### src/rtl/fetch_pc_ifid.sv
// Instruction-fetch stage: owns the PC, addresses instruction memory and fills the IF/ID register.
// Handles stall, redirect-with-flush and an END state once the PC leaves program memory.
//
//  state | meaning
//  RUN   | fetching sequentially from program memory
//  END   | PC ran past program memory; inserting bubbles until a redirect
module fetch_pc_ifid #(
    parameter int MEM_WORDS = 32,
    parameter int CNT_W     = 16
) (
    input  logic             clk,
    input  logic             reset,
    input  logic             inStall,
    input  logic             inBranchTaken,
    input  logic [31:0]      inBranchTarget,
    output logic [31:0]      outPC,
    input  logic [31:0]      inInstruction,
    output logic [31:0]      outInstrIFID,
    output logic [31:0]      outPCplus1IFID,
    output logic             outValidIFID,
    output logic             outEnd,
    output logic [CNT_W-1:0] outFetchCount
);

    typedef enum logic {
        S_RUN = 1'b0,
        S_END = 1'b1
    } state_t;

    localparam logic [31:0] MEM_LIMIT = 32'(MEM_WORDS);

    state_t            state_q, state_d;
    logic [31:0]       pc_q, pc_d;
    logic [31:0]       instr_q, instr_d;
    logic [31:0]       pcp1_q, pcp1_d;
    logic              valid_q, valid_d;
    logic [CNT_W-1:0]  cnt_q, cnt_d;
    logic [31:0]       pc_inc;

    assign pc_inc = pc_q + 32'd1;

    always_ff @(posedge clk) begin
        if (!reset) begin
            state_q <= S_RUN;
            pc_q    <= 32'h0;
            instr_q <= 32'h0;
            pcp1_q  <= 32'h0;
            valid_q <= 1'b0;
            cnt_q   <= '0;
        end else begin
            state_q <= state_d;
            pc_q    <= pc_d;
            instr_q <= instr_d;
            pcp1_q  <= pcp1_d;
            valid_q <= valid_d;
            cnt_q   <= cnt_d;
        end
    end

    always_comb begin
        state_d = state_q;
        pc_d    = pc_q;
        instr_d = instr_q;
        pcp1_d  = pcp1_q;
        valid_d = valid_q;
        cnt_d   = cnt_q;

        if (inBranchTaken) begin
            pc_d    = inBranchTarget;
            instr_d = 32'h0;
            pcp1_d  = 32'h0;
            valid_d = 1'b0;
            state_d = (inBranchTarget < MEM_LIMIT) ? S_RUN : S_END;
        end else if (inStall) begin
            // hold everything
        end else if (state_q == S_RUN && pc_q < MEM_LIMIT) begin
            instr_d = inInstruction;
            pcp1_d  = pc_inc;
            valid_d = 1'b1;
            pc_d    = pc_inc;
            cnt_d   = cnt_q + 1'b1;
            state_d = (pc_inc == MEM_LIMIT) ? S_END : S_RUN;
        end else begin
            // END, or RUN parked on an out-of-range PC: emit bubbles
            instr_d = 32'h0;
            pcp1_d  = 32'h0;
            valid_d = 1'b0;
            state_d = S_END;
        end
    end

    assign outPC          = pc_q;
    assign outInstrIFID   = instr_q;
    assign outPCplus1IFID = pcp1_q;
    assign outValidIFID   = valid_q;
    assign outEnd         = (state_q == S_END);
    assign outFetchCount  = cnt_q;

endmodule

### config.mk
export PLATFORM = sky130hd
export DESIGN_NAME = fetch_pc_ifid
export DESIGN_NICKNAME = d
export VERILOG_FILES = /design/src/rtl/fetch_pc_ifid.sv
export SDC_FILE = /design/constraint.sdc
export NUM_CORES = 1
export LEC_CHECK = 0
export ABC_AREA = 1
export CORE_MARGIN = 2
export CORE_UTILIZATION = 51
export CTS_BUF_LIST = sky130_fd_sc_hd__clkbuf_8
export CTS_CLUSTER_DIAMETER = 30
export CTS_CLUSTER_SIZE = 25
export DETAILED_ROUTE_END_ITERATION = 12
export GPL_ROUTABILITY_DRIVEN = 1
export PLACE_DENSITY = 0.88
export SLEW_MARGIN = 10
export SYNTH_ARGS = -nofsm -noshare
export SYNTH_HDL_FRONTEND = slang
export SYNTH_SLANG_ARGS = --single-unit
### constraint.sdc
create_clock -name clk -period 3.65 [get_ports clk]
set_input_delay 0.5475 -clock clk [delete_from_list [all_inputs] [get_ports clk]]
set_output_delay 0.5475 -clock clk [all_outputs]
set_load 0.02 [all_outputs]
Yosys cells after proc, flatten, opt, wreduce, memory -nomap -nowiden
Cells that the tools add are included.
W data, S select, Z words.
{ "classes": {"n_addsub": 2, "n_mul": 0, "div": 0, "order_cmp": 2, "eq_ne": 2, "n_shift": 0, "n_mux": 11, "bitwise": 4, "n_reduce_logical": 5} }
{ "ops": {"columns": ["cell", "count"], "rows": [
  ["$mux W32", 5],
  ["$lt A32 B6 Y1 const B", 2],
  ["$add A32 B1 Y32 const B", 1],
  ["$eq A32 B6 Y1 const B", 1],
  ["$add A16 B1 Y16 const B", 1],
  ["$mux W1", 6],
  ["$not A1 Y1", 4],
  ["$reduce_and A3 Y1", 1],
  ["$ne A2 B1 Y1 const B", 1],
  ["$reduce_and A2 Y1", 1],
  ["$reduce_bool A2 Y1", 1],
  ["$reduce_or A2 Y1", 1],
  ["$logic_and A1 B1 Y1", 1]
]} }
{ "word_totals": {"ff_bits": 114, "latchBits": 0, "ramBits": 0, "romBits": 0, "inputBits": 68, "out_inout_bits": 114, "elab_cells": 32, "mem_count": 0} }

Longest topological paths before layout
Gate-level depths: netlist of run 1.
{ "logic_depth": {"depth_word": 6, "depth_mapped": 15, "ltp_nobuf": 15} }

Worst setup path after synthesis of run 1
Ideal clock, no wire load.
{ "synth_timing": {"kind": "register to register", "from": "register pc_q[1], in the netlist outPC[1]", "to": "register state_q, in the netlist outEnd", "setup_time_ns": 0.066, "arrival_ns": 1.821, "setup_slack_ns": 1.762, "path_stages_with_launch": 16, "path_buffers": 0, "path_cell_list": "dfxtp_1 ha_1 nand3_2 clkinv_2 nand2_2 nor2_2 nand2_1 nand2_1 nand2_1 nor2_1 nand2_1 nor2_2 nand3_1 nand2_1 nand2_1 a21oi_2"} }
{ "synth_via": {"elab_chain_len": 6} }
{ "synth_rtl": {"columns": ["element", "line_no", "source"], "rows": [
  ["from (decl)", "33", "logic [31:0] pc_q, pc_d;"],
  ["from (signal assigned)", "52", "pc_q <= pc_d;"],
  ["$add A32 B1 Y32", "40", "assign pc_inc = pc_q + 32'd1;"],
  ["$eq A32 B6 Y1", "82", "state_d = (pc_inc == MEM_LIMIT) ? S_END : S_RUN;"],
  ["$mux W1", "82", null],
  ["$mux W1 *", "76", "end else if (state_q == S_RUN && pc_q < MEM_LIMIT) begin"],
  ["$mux W1 *", "74", "end else if (inStall) begin"],
  ["$mux W1 *", "68", "if (inBranchTaken) begin"],
  ["to (signal assigned)", "51", "state_q <= state_d;"],
  ["to (decl)", "32", "state_t state_q, state_d;"]
]} }
Mark *: on every way between the ends. The rest lies on a longest branch, timed or not. The select of a mux whose other input is x is not followed.
A chain may end at the register's enable or synchronous reset.

Worst setup path after layout of run 1
{ "layout_timing": {"from": "register pc_q[18], in the netlist outPC[18]", "to": "register pc_q[5], in the netlist outPC[5]"} }
{ "layout_via": {"elab_chain_len": 4} }
{ "layout_rtl": {"columns": ["element", "line_no"], "rows": [
  ["$lt A32 B6 Y1", "76"],
  ["$logic_and A1 B1 Y1", "76"],
  ["$reduce_bool A2 Y1 (no source line)", null],
  ["$reduce_and A2 Y1 (no source line)", null]
]} }
No other way between the ends.

==> metrics.txt, run 1 <==
startpoint class of the critical path register; final weighted congestion in routability-driven placement 0.989; total detailed-routing wirelength 16800 um; sequential element share of the synthesized area 41.6%; clock latency on the worst-skew pair 440 ps; starting utilization of the core area 52.9%; power per unit of standard cell area 356 nW/um2; Max Clock Skew 10.5 ps; top achievable clock speed 365 MHz; normalized max-slew margin 35.5%; antenna-violating nets left 0; Simple-Gate Fraction of Synth Area 40.0%; half-perimeter wire length after detailed placement 12000 um; pin count of the biggest net entering global routing 66; wire length of the first global-routing pass 27100 um; post-synthesis net count 902; core area 10400 um2; number of vias after detailed routing 6076; layout overhead on the synthesized area 41.2%; count of yosys warnings during synthesis 0; R2R Setup Slk 910 ps; Unique masters post-synth 29; number of buffers between clock root and the deepest sink 2; combinational share of power 10.4%; switching share of power 26.8%; number of global-route vias before repair 5631; measured slew at the worst slew-check pin 967 ps; fraction of post-synthesis cell area in the top cell type by area 41.6%; setup repair after global routing missed its margin no; outcome finished clean; Setup TNS Final 0 ps; xor/xnor cell area share of the yosys netlist 1.92%; Worst setup EP type register; min-delay worst type in -> reg; drt drc 0; number of levels the H-tree was split into 4; switching pwr 0.000738 W; GRT Resource Usage Total 29.5%; mux contribution to synthesized area 0%; sequential group share of total power 47.1%; final critical-path required period 2740 ps; required arrival time at the worst endpoint 4040 ps; number of buffers added to fix hold violations after cts 0; biggest area consumer among synthesized cells sky130_fd_sc_hd__dfxtp_1; CTS buffer count 17; DR WL/cell 14.5 um; complex-gate fraction of the synthesized area 8.37%; Top-Level Pins 182; TritonCTS clock tree yes; n_diodes 0; count of port buffers added during placement 181; largest vdd supply drop 0.000248 V; std cell rows 37; clk slew on worst S/H paths 70 ps; leading cell types by total area after synthesis sky130_fd_sc_hd__dfxtp_1 (42%), sky130_fd_sc_hd__nand2_1 (20%), sky130_fd_sc_hd__a21oi_1 (6.6%); signal arrival time at the worst endpoint 3130 ps; power share of the clock group 42.4%; DIE WIDTH 108 um; final worst-path cycle share 75.1%; commonest cells after routing, fill and taps aside sky130_fd_sc_hd__nand2_1 (294), sky130_fd_sc_hd__clkdlybuf4s50_1 (180), sky130_fd_sc_hd__dfxtp_1 (114); cell internal pwr 0.00202 W; worst slack on hold paths 430 ps; cells after synthesis 831; cell chosen for the clock root sky130_fd_sc_hd__clkbuf_8; count of instances resized after the clock tree is built 0; initial antenna violation count 0; DR pass1 iterations 7; setup violation total in the final timing report 0; largest family of logic cells by synthesized area simple AND/OR/NAND/NOR gates; number of failing hold endpoints at the final stage 0; pins over their slew limit 0; Die Area 11600 um2; FF+latch count, synth 114; critical path start-end classification reg -> reg; Sink Count 114; die height 108 um; final layout net count 1075; proportion of layout cells with a drive suffix above 1 7.18%; DR vias/cell 5.27; iteration-0 DRC count of the detailed router 357; most frequent standard cell in the layout excluding fill and tap cells sky130_fd_sc_hd__nand2_1; maximum fanout encountered on the critical timing path 18; adder and majority cell fraction of the synthesized area 0.684%; mean cell area of the mapped netlist 6.60 um2; Congestion Overflow GR 0; number of setup buffers added after CTS 0; Leakage 2.83 nW; post-synthesis instance area 5490 um2; Max Cap Viol 0
[synth_stat cells]
cell / number
sky130_fd_sc_hd__nand3_1: 63
sky130_fd_sc_hd__clkbuf_1: 20
sky130_fd_sc_hd__nor2_4: 7
sky130_fd_sc_hd__xor2_1: 7
sky130_fd_sc_hd__inv_1: 64
sky130_fd_sc_hd__inv_2: 6
sky130_fd_sc_hd__buf_2: 7
sky130_fd_sc_hd__ha_1: 3
sky130_fd_sc_hd__nand2_4: 1
sky130_fd_sc_hd__nor3b_1: 2
sky130_fd_sc_hd__dfxtp_1: 114
sky130_fd_sc_hd__a21oi_1: 72
sky130_fd_sc_hd__xnor2_1: 5
sky130_fd_sc_hd__nand4_1: 15
sky130_fd_sc_hd__nor3_1: 8
sky130_fd_sc_hd__nor2_1: 86
sky130_fd_sc_hd__clkinv_2: 1
sky130_fd_sc_hd__a21oi_2: 1
sky130_fd_sc_hd__o21ai_1: 3
sky130_fd_sc_hd__buf_6: 1
sky130_fd_sc_hd__o21ai_0: 15
sky130_fd_sc_hd__nand3b_1: 2
sky130_fd_sc_hd__nand3_2: 3
sky130_fd_sc_hd__nor4_1: 10
sky130_fd_sc_hd__nand2_2: 9
sky130_fd_sc_hd__buf_4: 1
sky130_fd_sc_hd__buf_1: 3
sky130_fd_sc_hd__nand2_1: 294
sky130_fd_sc_hd__nor2_2: 8
[power groups by stage]
stage	Clock, W	Combinational, W	Sequential [W]
detailed placement	0	0.000284	0.00133
CTS	0.00118	0.000286	0.00130
global route	0.00123	0.000312	0.00130
finish	0.00117	0.000288	0.00130
global placement	0	0.000282	0.00132
floorplan	0	0.000111	0.00134
[layout make-up]
class                      instances  area, um2
sequential                       114       2280
timing repair buffer             186       1840
inverter                          71        268
clock inverter                    14        140
clock buffer                      18        248
multi-input combinational        614       2800
fill                             822       2620
tap                              136        170
[cell families after synthesis]
family | Yosys count
and+or+nand+nor | 508
DFF | 114
buffers and inverters | 103
AOI/OAI and AO/OA | 91
xor gates and xnor gates | 12
adders and majority gates | 3
[registers in the layout, summed over array words and instances (netlist names)]
register        flops
outInstrIFID       32
outValidIFID        1
outFetchCount      16
outPC              32
outPCplus1IFID     32
outEnd              1
[per-stage QoR]
stage | util [%] | setup slack (ps) | instance area, um2 | instances | power (W)
finish | 74.7 | 909 | 7750 | 1153 | 0.00276
CTS | 74.7 | 968 | 7750 | 1153 | 0.00277
global route | 74.7 | 735 | 7750 | 1153 | 0.00285
detailed placement | 71.0 | 963 | 7360 | 1121 | 0.00161
global placement | 71.0 | 993 | 7360 | 1121 | 0.00161
floorplan | - | 1760 | 5490 | 831 | 0.00145
[metal layers]
layer  track usage [%]  wire length (um)  up-vias
li1                  -                 -     2991
met1              35.8              6840     2778
met2              48.1              7890      272
met3              9.14              1620       35
met4              12.6               408        0
met5                 0                 0        -
[final timing paths]
path / startpoint / to / depth (start not counted)
worst min-delay path: inStall / outEnd / 4
worst min register to register: outPCplus1IFID[30] / outPCplus1IFID[30] / 2
worst max register to register: outPC[18] / outPC[5] / 12
worst max-delay path: outPC[18] / outPC[5] / 12
[worst max-delay path: stages, from the launching register on]
cell and delay, ps:
sky130_fd_sc_hd__dfxtp_1 370, sky130_fd_sc_hd__inv_1 100, sky130_fd_sc_hd__nand4_1 100, sky130_fd_sc_hd__nor2_1 150, sky130_fd_sc_hd__nand4_1 110, sky130_fd_sc_hd__nor2_1 220
sky130_fd_sc_hd__nand3_2 360, sky130_fd_sc_hd__buf_4 330, sky130_fd_sc_hd__nor2_4 310, sky130_fd_sc_hd__inv_2 230, sky130_fd_sc_hd__nor2_4 210, sky130_fd_sc_hd__nand3_1 120
sky130_fd_sc_hd__nand2_1 70
Power figures use the tool's default switching activity.
==> run 2, diff against run 1 <==
- CORE_UTILIZATION: 51 -> 43
- PLACE_DENSITY: 0.88 -> 0.79
- clock period: 3.65 -> 2.5 ns (I/O delays scaled with it)
==> metrics.txt, run 2 (synthesis results as in run 1) <==
outcome finished clean (unchanged); power per unit of standard cell area 525 nW/um2 (was 356 nW/um2); GRT Resource Usage Total 25.2% (was 29.5%); DR vias/cell 4.91 (was 5.27); final weighted congestion in routability-driven placement 0.979 (was 0.989); number of placed cells counting well taps 1165 (was 1121); half-perimeter wire length after detailed placement 12700 um (was 12000 um); pins over their slew limit 0 (unchanged); clk slew on worst S/H paths 70 ps (about the same); post-route non-filler standard cell count 1197 (was 1153); final critical-path required period 2100 ps (was 2740 ps); starting utilization of the core area 43.8% (was 52.9%); Reg2Reg Depth 15 (was 12); slack of the critical path 400 ps (was 909 ps); setup violation total in the final timing report 0 (unchanged); startpoint class of the critical path register (unchanged); Setup TNS Final 0 ps (unchanged); iteration-0 DRC count of the detailed router 499 (was 357); proportion of layout cells with a drive suffix above 1 7.90% (was 7.18%); CTS buffer count 17 (unchanged); DR pass1 iterations 7 (unchanged); Max Cap Viol 0 (unchanged); sequential group share of total power 45.9% (was 47.1%); R2R Setup Slk 400 ps (was 910 ps); DR WL/cell 14.2 um (was 14.5 um); crit path max-delay cell type sky130_fd_sc_hd__dfxtp_1 (unchanged); Worst setup startpoint outPC[0] (was outPC[18]); met1 capacity usage during global routing 30.6% (was 35.8%); Critical R2R Capture outEnd (was outPC[5]); number of fill cells 1208 (was 822); n_diodes 0 (unchanged); met2 Track Usage GR 42.6% (was 48.1%); number of vias after detailed routing 5882 (was 6076); Top-Level Pins 182 (unchanged); FF/Latch Area 2280 um2 (unchanged); worst slack on hold paths 248 ps (was 430 ps); switching share of power 25.6% (was 26.8%); initial antenna violation count 0 (unchanged); final layout net count 1083 (was 1075); Sink Count 114 (unchanged); Congestion Overflow GR 0 (unchanged); start of the worst register-to-register path outPC[0] (was outPC[18]); beginning of the worst hold path inStall (unchanged); pin count of the biggest net entering global routing 66 (unchanged); count of port buffers added during placement 181 (unchanged); DIE WIDTH 117 um (was 108 um); series of cell instances along the critical path ha_1 > nand3_2 > clkinv_2 > nand2_4 > nor2_4 > nand2_1 > nand2_1 > nand2_1 > nor2_1 > nand2_1 > nor2_2 > nand3_1 > nand2_1 > nand2_1 > a21oi_2 (was inv_1 > nand4_1 > nor2_1 > nand4_1 > nor2_1 > nand3_2 > buf_4 > nor2_4 > inv_2 > nor2_4 > nand3_1 > nand2_1); combinational share of power 10.2% (was 10.4%); switching pwr 0.00106 W (was 0.000738 W); number of setup buffers added after CTS 0 (unchanged); TritonCTS clock tree yes (unchanged); antenna-violating nets left 0 (unchanged); signal arrival time at the worst endpoint 2470 ps (was 3130 ps); Leakage 2.90 nW (was 2.83 nW); number of global-route vias before repair 5491 (was 5631); wire length of the first global-routing pass 26800 um (was 27100 um); number of levels the H-tree was split into 4 (unchanged); worst slack after detailed placement 420 ps (was 963 ps); clock latency on the worst-skew pair 440 ps (about the same); highest-utilization routing layer at the global route stage met2 (unchanged); number of buffers added to fix hold violations after cts 0 (unchanged); Worst setup EP type register (unchanged); cell chosen for the clock root sky130_fd_sc_hd__clkbuf_8 (unchanged); drt drc 0 (unchanged); most frequent standard cell in the layout excluding fill and tap cells sky130_fd_sc_hd__nand2_1 (unchanged); final worst-path cycle share 84.0% (was 75.1%); global-route track usage on met3 6.69% (was 9.14%); Max Clock Skew 18.9 ps (was 10.5 ps); peak per-stage delay on the critical path 430 ps (was 370 ps); number of buffers between clock root and the deepest sink 2 (unchanged); top achievable clock speed 476 MHz (was 365 MHz); critical path's most frequent cell sky130_fd_sc_hd__nand2_1; min-delay worst type in -> reg (unchanged); largest vdd supply drop 0.000339 V (was 0.000248 V); total power 0.00415 W (was 0.00276 W); Hold Path Depth 4 (unchanged); required arrival time at the worst endpoint 2870 ps (was 4040 ps); setup repair after global routing missed its margin no (unchanged); multi-input logic area 2800 um2 (unchanged); worst setup path end outEnd (was outPC[5]); power share of the clock group 43.9% (was 42.4%); number of failing hold endpoints at the final stage 0 (unchanged); core area 12500 um2 (was 10400 um2); commonest cells after routing, fill and taps aside sky130_fd_sc_hd__nand2_1 (294), sky130_fd_sc_hd__clkdlybuf4s50_1 (180), sky130_fd_sc_hd__dfxtp_1 (114) (unchanged); Die Area 13700 um2 (was 11600 um2); total detailed-routing wirelength 17000 um (was 16800 um); std cell rows 41 (was 37); critical path start-end classification reg -> reg (unchanged); maximum fanout encountered on the critical timing path 7 (was 18); die height 117 um (was 108 um); layout overhead on the synthesized area 44.0% (was 41.2%); measured slew at the worst slew-check pin 670 ps (was 967 ps); count of instances resized after the clock tree is built 0 (unchanged); cell internal pwr 0.00309 W (was 0.00202 W); normalized max-slew margin 55.3% (was 35.5%)
-- run 2: changes by cell type in the layout (fill, tap and decap cells not counted), sizes merged --
cell      previous run  this run
buf                  6        14
bufinv               2         3
clkbuf              18        19
clkinv               4         5
clkinvlp             7         4
-- run 2: metrics by stage --
step | utilization (%) | instance area (um2)
2_1_floorplan | - | 5490
3_3_place_gp | 59.7 | 7480
3_5_place_dp | 59.7 | 7480
4_1_cts | 63.1 | 7900
5_1_grt | 63.1 | 7900
6_report | 63.1 | 7900
-- run 2: worst min path at each step --
stage / to
3_3_place_gp: outPCplus1IFID[20]
2_1_floorplan: outPC[30]
3_5_place_dp: outPCplus1IFID[6]
5_1_grt: outEnd
4_1_cts: outEnd
6_report: outEnd
-- run 2: power by group through the flow --
stage	sequential, W	clock, W	combinational (W)
2_1_floorplan	0.00196	0	0.000163
3_3_place_gp	0.00194	0	0.000422
3_5_place_dp	0.00194	0	0.000422
4_1_cts	0.00190	0.00186	0.000424
5_1_grt	0.00191	0.00194	0.000462
6_report	0.00190	0.00182	0.000423
-- run 2: worst max-delay path: cells and delay by family (launching register included) --
kind / cells / cell delay, ps
flip-flops: 1 / 430
buffers and inverters: 1 / 160
AND/OR/NAND/NOR: 12 / 1080
AO/OA/AOI/OAI: 1 / 110
adder cells (fa/ha/maj): 1 / 240
-- run 2: routing by layer --
metal / part of all wire [%] / vias up
li1: - / 3029
met1: 41 / 2615
met2: 49 / 217
met3: 7.7 / 21
met4: 2.0 / 0
met5: 0 / -
-- run 2: cell type report --
type	count	area share [%]
multi-input cells	614	35.4
flip-flops and latches	114	28.9
repair buffers	194	24.3
inverters	71	3.39
clock buffers	19	3.31
well taps	172	2.72
clock inverters	13	2.03
